[config.mk]
export PLATFORM = sky130hd
export DESIGN_NAME = issuequeue_div_flat
export DESIGN_NICKNAME = d
export VERILOG_FILES = /design/src/rtl/issuequeue_div_if.sv /design/src/rtl/issuequeue_div.sv /design/src/flat_wrapper.sv
export SDC_FILE = /design/constraint.sdc
export NUM_CORES = 1
export LEC_CHECK = 0
export CORE_AREA = 2 2 224 226
export CTS_CLUSTER_SIZE = 30
export DETAILED_ROUTE_END_ITERATION = 6
export DIE_AREA = 0 0 226 228
export PLACE_DENSITY = 0.5
export SLEW_MARGIN = 15
export SYNTH_ARGS = -nofsm -noshare
export SYNTH_HDL_FRONTEND = slang
export SYNTH_SLANG_ARGS = --single-unit
[constraint.sdc]
create_clock -name clk -period 22.2 [get_ports clk]
set_clock_uncertainty 0.15 [all_clocks]
set_input_delay 4.44 -clock clk [delete_from_list [all_inputs] [get_ports clk]]
set_output_delay 4.44 -clock clk [all_outputs]
set_load 0.005 [all_outputs]
[src/rtl/issuequeue_div_if.sv]
// Dispatch / CDB / issue bundle for the divide reservation station.
// The divide-by-zero report lines exist only when ISSUEQUEUE_DIV_DIVZERO_EN is defined.
interface issuequeue_div_if #(
  parameter int DATA_W = 16,
  parameter int TAG_W  = 6
);
  logic              flush;
  logic              dispatch_en;
  logic [DATA_W-1:0] dispatch_rsdata;
  logic              dispatch_rsvalid;
  logic [TAG_W-1:0]  dispatch_rstag;
  logic [DATA_W-1:0] dispatch_rtdata;
  logic              dispatch_rtvalid;
  logic [TAG_W-1:0]  dispatch_rttag;
  logic [TAG_W-1:0]  dispatch_rdtag;
  logic              iq_full;
  logic              cdb_valid;
  logic [TAG_W-1:0]  cdb_tag;
  logic [DATA_W-1:0] cdb_data;
  logic              issuediv_busy;
  logic              issuediv_enable;
  logic [DATA_W-1:0] issuediv_rsdata;
  logic [DATA_W-1:0] issuediv_rtdata;
  logic [TAG_W-1:0]  issuediv_rdtag;
`ifdef ISSUEQUEUE_DIV_DIVZERO_EN
  logic              divz_valid;
  logic [TAG_W-1:0]  divz_rdtag;
`endif

  modport master (
    output flush, dispatch_en, dispatch_rsdata, dispatch_rsvalid, dispatch_rstag,
           dispatch_rtdata, dispatch_rtvalid, dispatch_rttag, dispatch_rdtag,
           cdb_valid, cdb_tag, cdb_data, issuediv_busy,
    input  iq_full, issuediv_enable, issuediv_rsdata, issuediv_rtdata, issuediv_rdtag
`ifdef ISSUEQUEUE_DIV_DIVZERO_EN
    , input divz_valid, divz_rdtag
`endif
  );

  modport slave (
    input  flush, dispatch_en, dispatch_rsdata, dispatch_rsvalid, dispatch_rstag,
           dispatch_rtdata, dispatch_rtvalid, dispatch_rttag, dispatch_rdtag,
           cdb_valid, cdb_tag, cdb_data, issuediv_busy,
    output iq_full, issuediv_enable, issuediv_rsdata, issuediv_rtdata, issuediv_rdtag
`ifdef ISSUEQUEUE_DIV_DIVZERO_EN
    , output divz_valid, divz_rdtag
`endif
  );
endinterface

[src/rtl/issuequeue_div.sv]
// Divide-unit reservation station: collapsing queue (index 0 oldest), CDB wakeup, oldest-ready issue.
// Define ISSUEQUEUE_DIV_DIVZERO_EN to divert divisor-zero ops to the divz_valid/divz_rdtag report.
module issuequeue_div #(
  parameter int DEPTH   = 4,
  parameter int DATA_W  = 16,
  parameter int TAG_W   = 6,
  parameter int HOLDOFF = 2
) (
  input  logic             clk,
  input  logic             reset,
  issuequeue_div_if.slave  bus
);
  localparam int CW = $clog2(DEPTH + 1);
  localparam int IW = $clog2(DEPTH);
  localparam int HW = $clog2(HOLDOFF + 1);

  typedef struct packed {
    logic              valid;
    logic [DATA_W-1:0] rsdata;
    logic              rsvalid;
    logic [TAG_W-1:0]  rstag;
    logic [DATA_W-1:0] rtdata;
    logic              rtvalid;
    logic [TAG_W-1:0]  rttag;
    logic [TAG_W-1:0]  rdtag;
  } entry_t;

  entry_t [DEPTH-1:0] ent_q, ent_d, wk;
  entry_t             disp;
  logic [CW-1:0]      count_q, count_d;
  logic [HW-1:0]      hold_q, hold_d;
  logic [DEPTH-1:0]   rdy;
  logic [IW-1:0]      sel;
  logic               any_rdy, divz, iss_go, removed, accept;
  logic               en_q;
  logic [DATA_W-1:0]  rs_q, rt_q;
  logic [TAG_W-1:0]   rd_q;
`ifdef ISSUEQUEUE_DIV_DIVZERO_EN
  logic               dz_q;
  logic [TAG_W-1:0]   dztag_q;
`endif

  function automatic entry_t wake(entry_t e, logic v, logic [TAG_W-1:0] t, logic [DATA_W-1:0] d);
    wake = e;
    if (v && !e.rsvalid && e.rstag == t) begin
      wake.rsvalid = 1'b1;
      wake.rsdata  = d;
    end
    if (v && !e.rtvalid && e.rttag == t) begin
      wake.rtvalid = 1'b1;
      wake.rtdata  = d;
    end
  endfunction

  assign bus.iq_full         = (count_q == CW'(DEPTH));
  assign bus.issuediv_enable = en_q;
  assign bus.issuediv_rsdata = rs_q;
  assign bus.issuediv_rtdata = rt_q;
  assign bus.issuediv_rdtag  = rd_q;
`ifdef ISSUEQUEUE_DIV_DIVZERO_EN
  assign bus.divz_valid = dz_q;
  assign bus.divz_rdtag = dztag_q;
`endif

  always_comb begin
    // Selection sees registered readiness only; a CDB hit this cycle issues next cycle.
    rdy     = '0;
    sel     = '0;
    any_rdy = 1'b0;
    for (int i = 0; i < DEPTH; i++) begin
      rdy[i] = ent_q[i].valid && ent_q[i].rsvalid && ent_q[i].rtvalid;
      wk[i]  = ent_q[i].valid ? wake(ent_q[i], bus.cdb_valid, bus.cdb_tag, bus.cdb_data) : ent_q[i];
    end
    for (int i = DEPTH - 1; i >= 0; i--) begin
      if (rdy[i]) begin
        sel     = IW'(i);
        any_rdy = 1'b1;
      end
    end
`ifdef ISSUEQUEUE_DIV_DIVZERO_EN
    divz = any_rdy && (ent_q[sel].rtdata == '0) && !bus.flush;
`else
    divz = 1'b0;
`endif
    iss_go  = any_rdy && !divz && !bus.issuediv_busy && (hold_q == '0) && !bus.flush;
    removed = iss_go || divz;
    accept  = bus.dispatch_en && !bus.iq_full && !bus.flush;

    disp = wake('{valid: 1'b1, rsdata: bus.dispatch_rsdata, rsvalid: bus.dispatch_rsvalid,
                  rstag: bus.dispatch_rstag, rtdata: bus.dispatch_rtdata,
                  rtvalid: bus.dispatch_rtvalid, rttag: bus.dispatch_rttag,
                  rdtag: bus.dispatch_rdtag},
                bus.cdb_valid, bus.cdb_tag, bus.cdb_data);

    ent_d = wk;
    if (removed) begin
      for (int i = 0; i < DEPTH - 1; i++)
        if (i >= int'(sel)) ent_d[i] = wk[i+1];
      ent_d[DEPTH-1] = '0;
    end
    for (int i = 0; i < DEPTH; i++)
      if (accept && i == int'(count_q) - int'(removed)) ent_d[i] = disp;
    count_d = count_q + CW'(accept) - CW'(removed);

    if (iss_go)              hold_d = HW'(HOLDOFF);
    else if (hold_q != '0)   hold_d = hold_q - 1'b1;
    else                     hold_d = '0;

    if (bus.flush) begin
      ent_d   = '0;
      count_d = '0;
      hold_d  = '0;
    end
  end

  always_ff @(posedge clk or posedge reset) begin
    if (reset) begin
      ent_q   <= '0;
      count_q <= '0;
      hold_q  <= '0;
      en_q    <= 1'b0;
      rs_q    <= '0;
      rt_q    <= '0;
      rd_q    <= '0;
    end else begin
      ent_q   <= ent_d;
      count_q <= count_d;
      hold_q  <= hold_d;
      en_q    <= iss_go;
      if (iss_go) begin
        rs_q <= ent_q[sel].rsdata;
        rt_q <= ent_q[sel].rtdata;
        rd_q <= ent_q[sel].rdtag;
      end
    end
  end

`ifdef ISSUEQUEUE_DIV_DIVZERO_EN
  always_ff @(posedge clk or posedge reset) begin
    if (reset) begin
      dz_q    <= 1'b0;
      dztag_q <= '0;
    end else begin
      dz_q <= divz;
      if (divz) dztag_q <= ent_q[sel].rdtag;
    end
  end
`endif
endmodule
[src/flat_wrapper.sv]
// flat-port wrapper written by rule: the top's interface ports become plain ports
module issuequeue_div_flat 
#(
  parameter int DEPTH   = 4,
  parameter int DATA_W  = 16,
  parameter int TAG_W   = 6,
  parameter int HOLDOFF = 2
)
  (clk, reset, bus_flush, bus_dispatch_en, bus_dispatch_rsdata, bus_dispatch_rsvalid, bus_dispatch_rstag, bus_dispatch_rtdata, bus_dispatch_rtvalid, bus_dispatch_rttag, bus_dispatch_rdtag, bus_cdb_valid, bus_cdb_tag, bus_cdb_data, bus_issuediv_busy, bus_iq_full, bus_issuediv_enable, bus_issuediv_rsdata, bus_issuediv_rtdata, bus_issuediv_rdtag);
  issuequeue_div_if #(.DATA_W(DATA_W), .TAG_W(TAG_W)) bus_i ();
  input  logic clk;
  input  logic reset;
  input wire logic [$bits(bus_i.flush)-1:0] bus_flush;
  input wire logic [$bits(bus_i.dispatch_en)-1:0] bus_dispatch_en;
  input wire logic [$bits(bus_i.dispatch_rsdata)-1:0] bus_dispatch_rsdata;
  input wire logic [$bits(bus_i.dispatch_rsvalid)-1:0] bus_dispatch_rsvalid;
  input wire logic [$bits(bus_i.dispatch_rstag)-1:0] bus_dispatch_rstag;
  input wire logic [$bits(bus_i.dispatch_rtdata)-1:0] bus_dispatch_rtdata;
  input wire logic [$bits(bus_i.dispatch_rtvalid)-1:0] bus_dispatch_rtvalid;
  input wire logic [$bits(bus_i.dispatch_rttag)-1:0] bus_dispatch_rttag;
  input wire logic [$bits(bus_i.dispatch_rdtag)-1:0] bus_dispatch_rdtag;
  input wire logic [$bits(bus_i.cdb_valid)-1:0] bus_cdb_valid;
  input wire logic [$bits(bus_i.cdb_tag)-1:0] bus_cdb_tag;
  input wire logic [$bits(bus_i.cdb_data)-1:0] bus_cdb_data;
  input wire logic [$bits(bus_i.issuediv_busy)-1:0] bus_issuediv_busy;
  output wire logic [$bits(bus_i.iq_full)-1:0] bus_iq_full;
  output wire logic [$bits(bus_i.issuediv_enable)-1:0] bus_issuediv_enable;
  output wire logic [$bits(bus_i.issuediv_rsdata)-1:0] bus_issuediv_rsdata;
  output wire logic [$bits(bus_i.issuediv_rtdata)-1:0] bus_issuediv_rtdata;
  output wire logic [$bits(bus_i.issuediv_rdtag)-1:0] bus_issuediv_rdtag;
  assign bus_i.flush = bus_flush;
  assign bus_i.dispatch_en = bus_dispatch_en;
  assign bus_i.dispatch_rsdata = bus_dispatch_rsdata;
  assign bus_i.dispatch_rsvalid = bus_dispatch_rsvalid;
  assign bus_i.dispatch_rstag = bus_dispatch_rstag;
  assign bus_i.dispatch_rtdata = bus_dispatch_rtdata;
  assign bus_i.dispatch_rtvalid = bus_dispatch_rtvalid;
  assign bus_i.dispatch_rttag = bus_dispatch_rttag;
  assign bus_i.dispatch_rdtag = bus_dispatch_rdtag;
  assign bus_i.cdb_valid = bus_cdb_valid;
  assign bus_i.cdb_tag = bus_cdb_tag;
  assign bus_i.cdb_data = bus_cdb_data;
  assign bus_i.issuediv_busy = bus_issuediv_busy;
  assign bus_iq_full = bus_i.iq_full;
  assign bus_issuediv_enable = bus_i.issuediv_enable;
  assign bus_issuediv_rsdata = bus_i.issuediv_rsdata;
  assign bus_issuediv_rtdata = bus_i.issuediv_rtdata;
  assign bus_issuediv_rdtag = bus_i.issuediv_rdtag;
  issuequeue_div #(.DEPTH(DEPTH), .DATA_W(DATA_W), .TAG_W(TAG_W), .HOLDOFF(HOLDOFF)) u_core (.clk(clk), .reset(reset), .bus(bus_i));
endmodule
==> qor.csv <==
stage,metric,value,unit
finish,Reg area,0.00641,mm²
synth,ys flop type,dfrtp_1,
power_and_ir_drop,PD cells,66.4,mW/mm²
min_path,min-delay worst type,reg -> reg,
synth,Synth cell types,73,
clocking,TritonCTS clock tree,done,
sta,Slew @ Worst Pin,1140,ps
power_and_ir_drop,leak pwr,7.42,nW
worst_setup_path,count of buffer and inverter cells on the critical path,5,
die,Die H,228,µm
clocking,Worst-Skew Late Latency,580,ps
global_route,initial antenna violation count,0,
worst_setup_path,CP Cell Sequence,clkdlybuf4s50_1 > buf_4 > nor4_4 > nand2_2 > inv_1 > ha_1 > nor2b_1 > a32o_1 > nor2_2 > or4b_2 > buf_4 > nand2b_1 > buf_4 > o32ai_1,
sta,Fin Setup TNS,0,ps
clocking,clock-pin slew on the worst setup and hold paths,60,ps
synth,most common cell in the netlist,dfrtp_1,
worst_setup_path,crit path max fanout,53,
synth,Post-Synthesis Cells,1392,
clocking,number of gates resized after cts,0,
synth,"flops & latches, synth",256,
worst_setup_path,CP Launch Type,input pin,
die,Top Ports,120,
synth,Post-synth top cells,"256 x dfrtp_1, 133 x mux2i_1, 119 x nand2_1",
die,core area,0.0493,mm²
synth,Mapped Nets,1479,
sta,Final Slew Violations,0,
sta,FMAX,114,MHz
sta,RSZ-0062 raised after global routing,false,
route,final wirelength,50700,µm
synth,largest area contributor in the netlist,dfrtp_1,
global_route,number of global-route vias before repair,12300,
worst_setup_path,CP max stage delay,780,ps
route,via count,11900,
finish,multi-input logic area,0.00749,mm²
worst_setup_path,kind of critical path,in -> reg,
worst_setup_path,WP data arrival,9050,ps
die,number of cell rows,82,
clocking,clk buf depth,3,
worst_setup_path,worst path required time,22460,ps
clocking,Sink Count,256,
route,DRT iter0 DRCs,1158,
die,Initial Utilization,0.296,
route,drt pass-1 iters,6,
die,die span in x,226,µm
sta,final hold violation count,0,
synth,sequential fraction of the synthesis area,0.438,
finish,fin cells,2128,
global_route,total gr overflow,0,
worst_setup_path,Most Frequent Cell on Critical Path,buf_4,
power_and_ir_drop,Worst IR Drop VDD,0.0000566,V
synth,Synth Warn #,0,
clocking,CTS buffer count,30,
placement,DP Wirelength,29500,µm
finish,n_diodes,0,
worst_setup_path,Crit. End Element,flop,
finish,Fillers,4973,
synth,mapped cell area,0.0146,mm²
route,routed vias/inst,5.58,
synth,"Avg Cell Area, Syn",10.5,µm²
clocking,hold_buf cts,0,
synth,number of flops mapped to enable cells by yosys,0,
synth,ys async rst share,1.00,
die,Die ar.,0.0515,mm²
finish,Layout Nets,1520,
finish,Area Overhead vs Synth,18.2,%
clocking,H-tree Lvls,1,
placement,routability cong.,0.778,
worst_setup_path,slowest CP cell,nand2b_1,
route,DRT antenna net count,0,
global_route,GRT Total Usage,0.194,
synth,Yosys top cell area share,0.438,
worst_setup_path,top cell family by delay on the critical path,simple AND/OR/NAND/NOR gates,
job,MaxCap Viol Count,0,
clocking,Clock Tree Root,clkbuf_16,
clocking,Setup Buffers After CTS,0,
placement,placed cells,2073,
sta,final setup vio count,0,
route,drt wl/cell,23.8,µm
global_route,pin count of the biggest net entering global routing,111,
route,DRC,0,
synth,largest cells by area after synthesis,"dfrtp_1 44%, mux2i_1 9.1%, o32ai_1 4.5%",
placement,I/O Buffers,119,
global_route,first-pass GRT wire length,77300,µm
sta,fin crit share,0.396,
outcome,outcome,finished clean,
sta,Tmin final,8790,ps
finish,layout cells sized above 1,0.122,
sta,slew margin rel.,0.237,
-- worst reg2reg max path: cells and delay by family, from the launching register on --
family | cells | cell delay, ps
simple gates | 8 | 2130
buf+inv | 3 | 1170
compound gates | 2 | 680
flops | 1 | 410
fa+ha+maj | 1 | 220
-- registers in the layout, indices dropped and copies added, names as in the netlist --
signal                      cells
u_core.bus.issuediv_rtdata     16
u_core.bus.issuediv_rsdata     16
u_core.count_q                  3
u_core.hold_q                   2
u_core.ent_q                  212
u_core.bus.issuediv_enable      1
u_core.bus.issuediv_rdtag       6
-- routing by layer --
metal	GRT usage	vias up	wire [µm]
met1	0.271	6054	22900
met4	0.0522	0	1260
li1	-	5338	-
met5	0	-	0
met3	0.0305	58	3140
met2	0.311	414	23400
-- kinds of logic after synthesis --
family | synth area share
mux | 0.139
flops | 0.438
compound gates | 0.188
simple gates | 0.134
fa+ha+maj | 0.00651
xor+xnor | 0.0381
buf+inv | 0.0555
-- metrics by stage --
stage / instance area, µm² / utilization / setup WS, ps / hold WS, ps / power (W)
finish: 17300 / 0.350 / 13410 / 332 / 0.00115
global route: 17300 / 0.350 / 13160 / 355 / 0.00119
CTS: 17300 / 0.350 / 13460 / 338 / 0.00116
detailed placement: 16300 / 0.330 / 12840 / 323 / 0.000644
global placement: 16300 / 0.330 / 12950 / 324 / 0.000641
floorplan: 14600 / - / 10570 / 328 / 0.000591
-- layout make-up --
type	instances	area share
clock buffer	47	0.0529
clock inverter	8	0.00608
inverter	28	0.00652
multi-input combinational	969	0.434
sequential	256	0.371
tap	672	0.0487
timing repair buffer	148	0.0815
-- final timing paths --
path                                                from                             to  slack [ps]  depth (start not counted)
max                                            bus_flush               u_core.ent_q[91]       13410                         14
min                        u_core.bus.issuediv_rsdata[9]  u_core.bus.issuediv_rsdata[9]         330                          2
max reg2reg                             u_core.ent_q[12]               u_core.ent_q[91]       17310                         14
min reg2reg                u_core.bus.issuediv_rsdata[9]  u_core.bus.issuediv_rsdata[9]         330                          2
max in group asynchronous                          reset               u_core.ent_q[11]       16030                          3
min in group asynchronous                          reset              u_core.count_q[0]        4250                          2
-- layout by cell type (no fill, tap or decap), types with 5 or more instances in the layout --
cell             instances
buf_4                   29
nor3_1                   6
clkbuf_1                 7
mux2_1                  19
nand2_1                117
a221oi_1                18
and3_1                  19
nor2_1                 107
o22ai_1                 21
nand2b_1                11
inv_1                   27
clkdlybuf4s50_1        119
nor2b_1                  5
a221o_1                 19
o21ai_0                 26
o32ai_1                 75
a222oi_1                18
mux2_2                  29
xor2_1                  25
o221ai_1                70
or3_1                   53
mux2i_1                133
o21ai_1                 47
o32ai_2                 20
nand3_1                  9
ha_1                     6
mux2i_2                 12
clkbuf_16               30
dfrtp_1                256
clkbuf_8                10
xnor2_1                 33
-- report_power, final --
group / internal (W) / switching (W)
combinational: 0.0000537 / 0.0000807
clock: 0.000304 / 0.000207
sequential: 0.000486 / 0.0000146
total: 0.000845 / 0.000302
No activity file was read; power rests on OpenSTA's default activity.
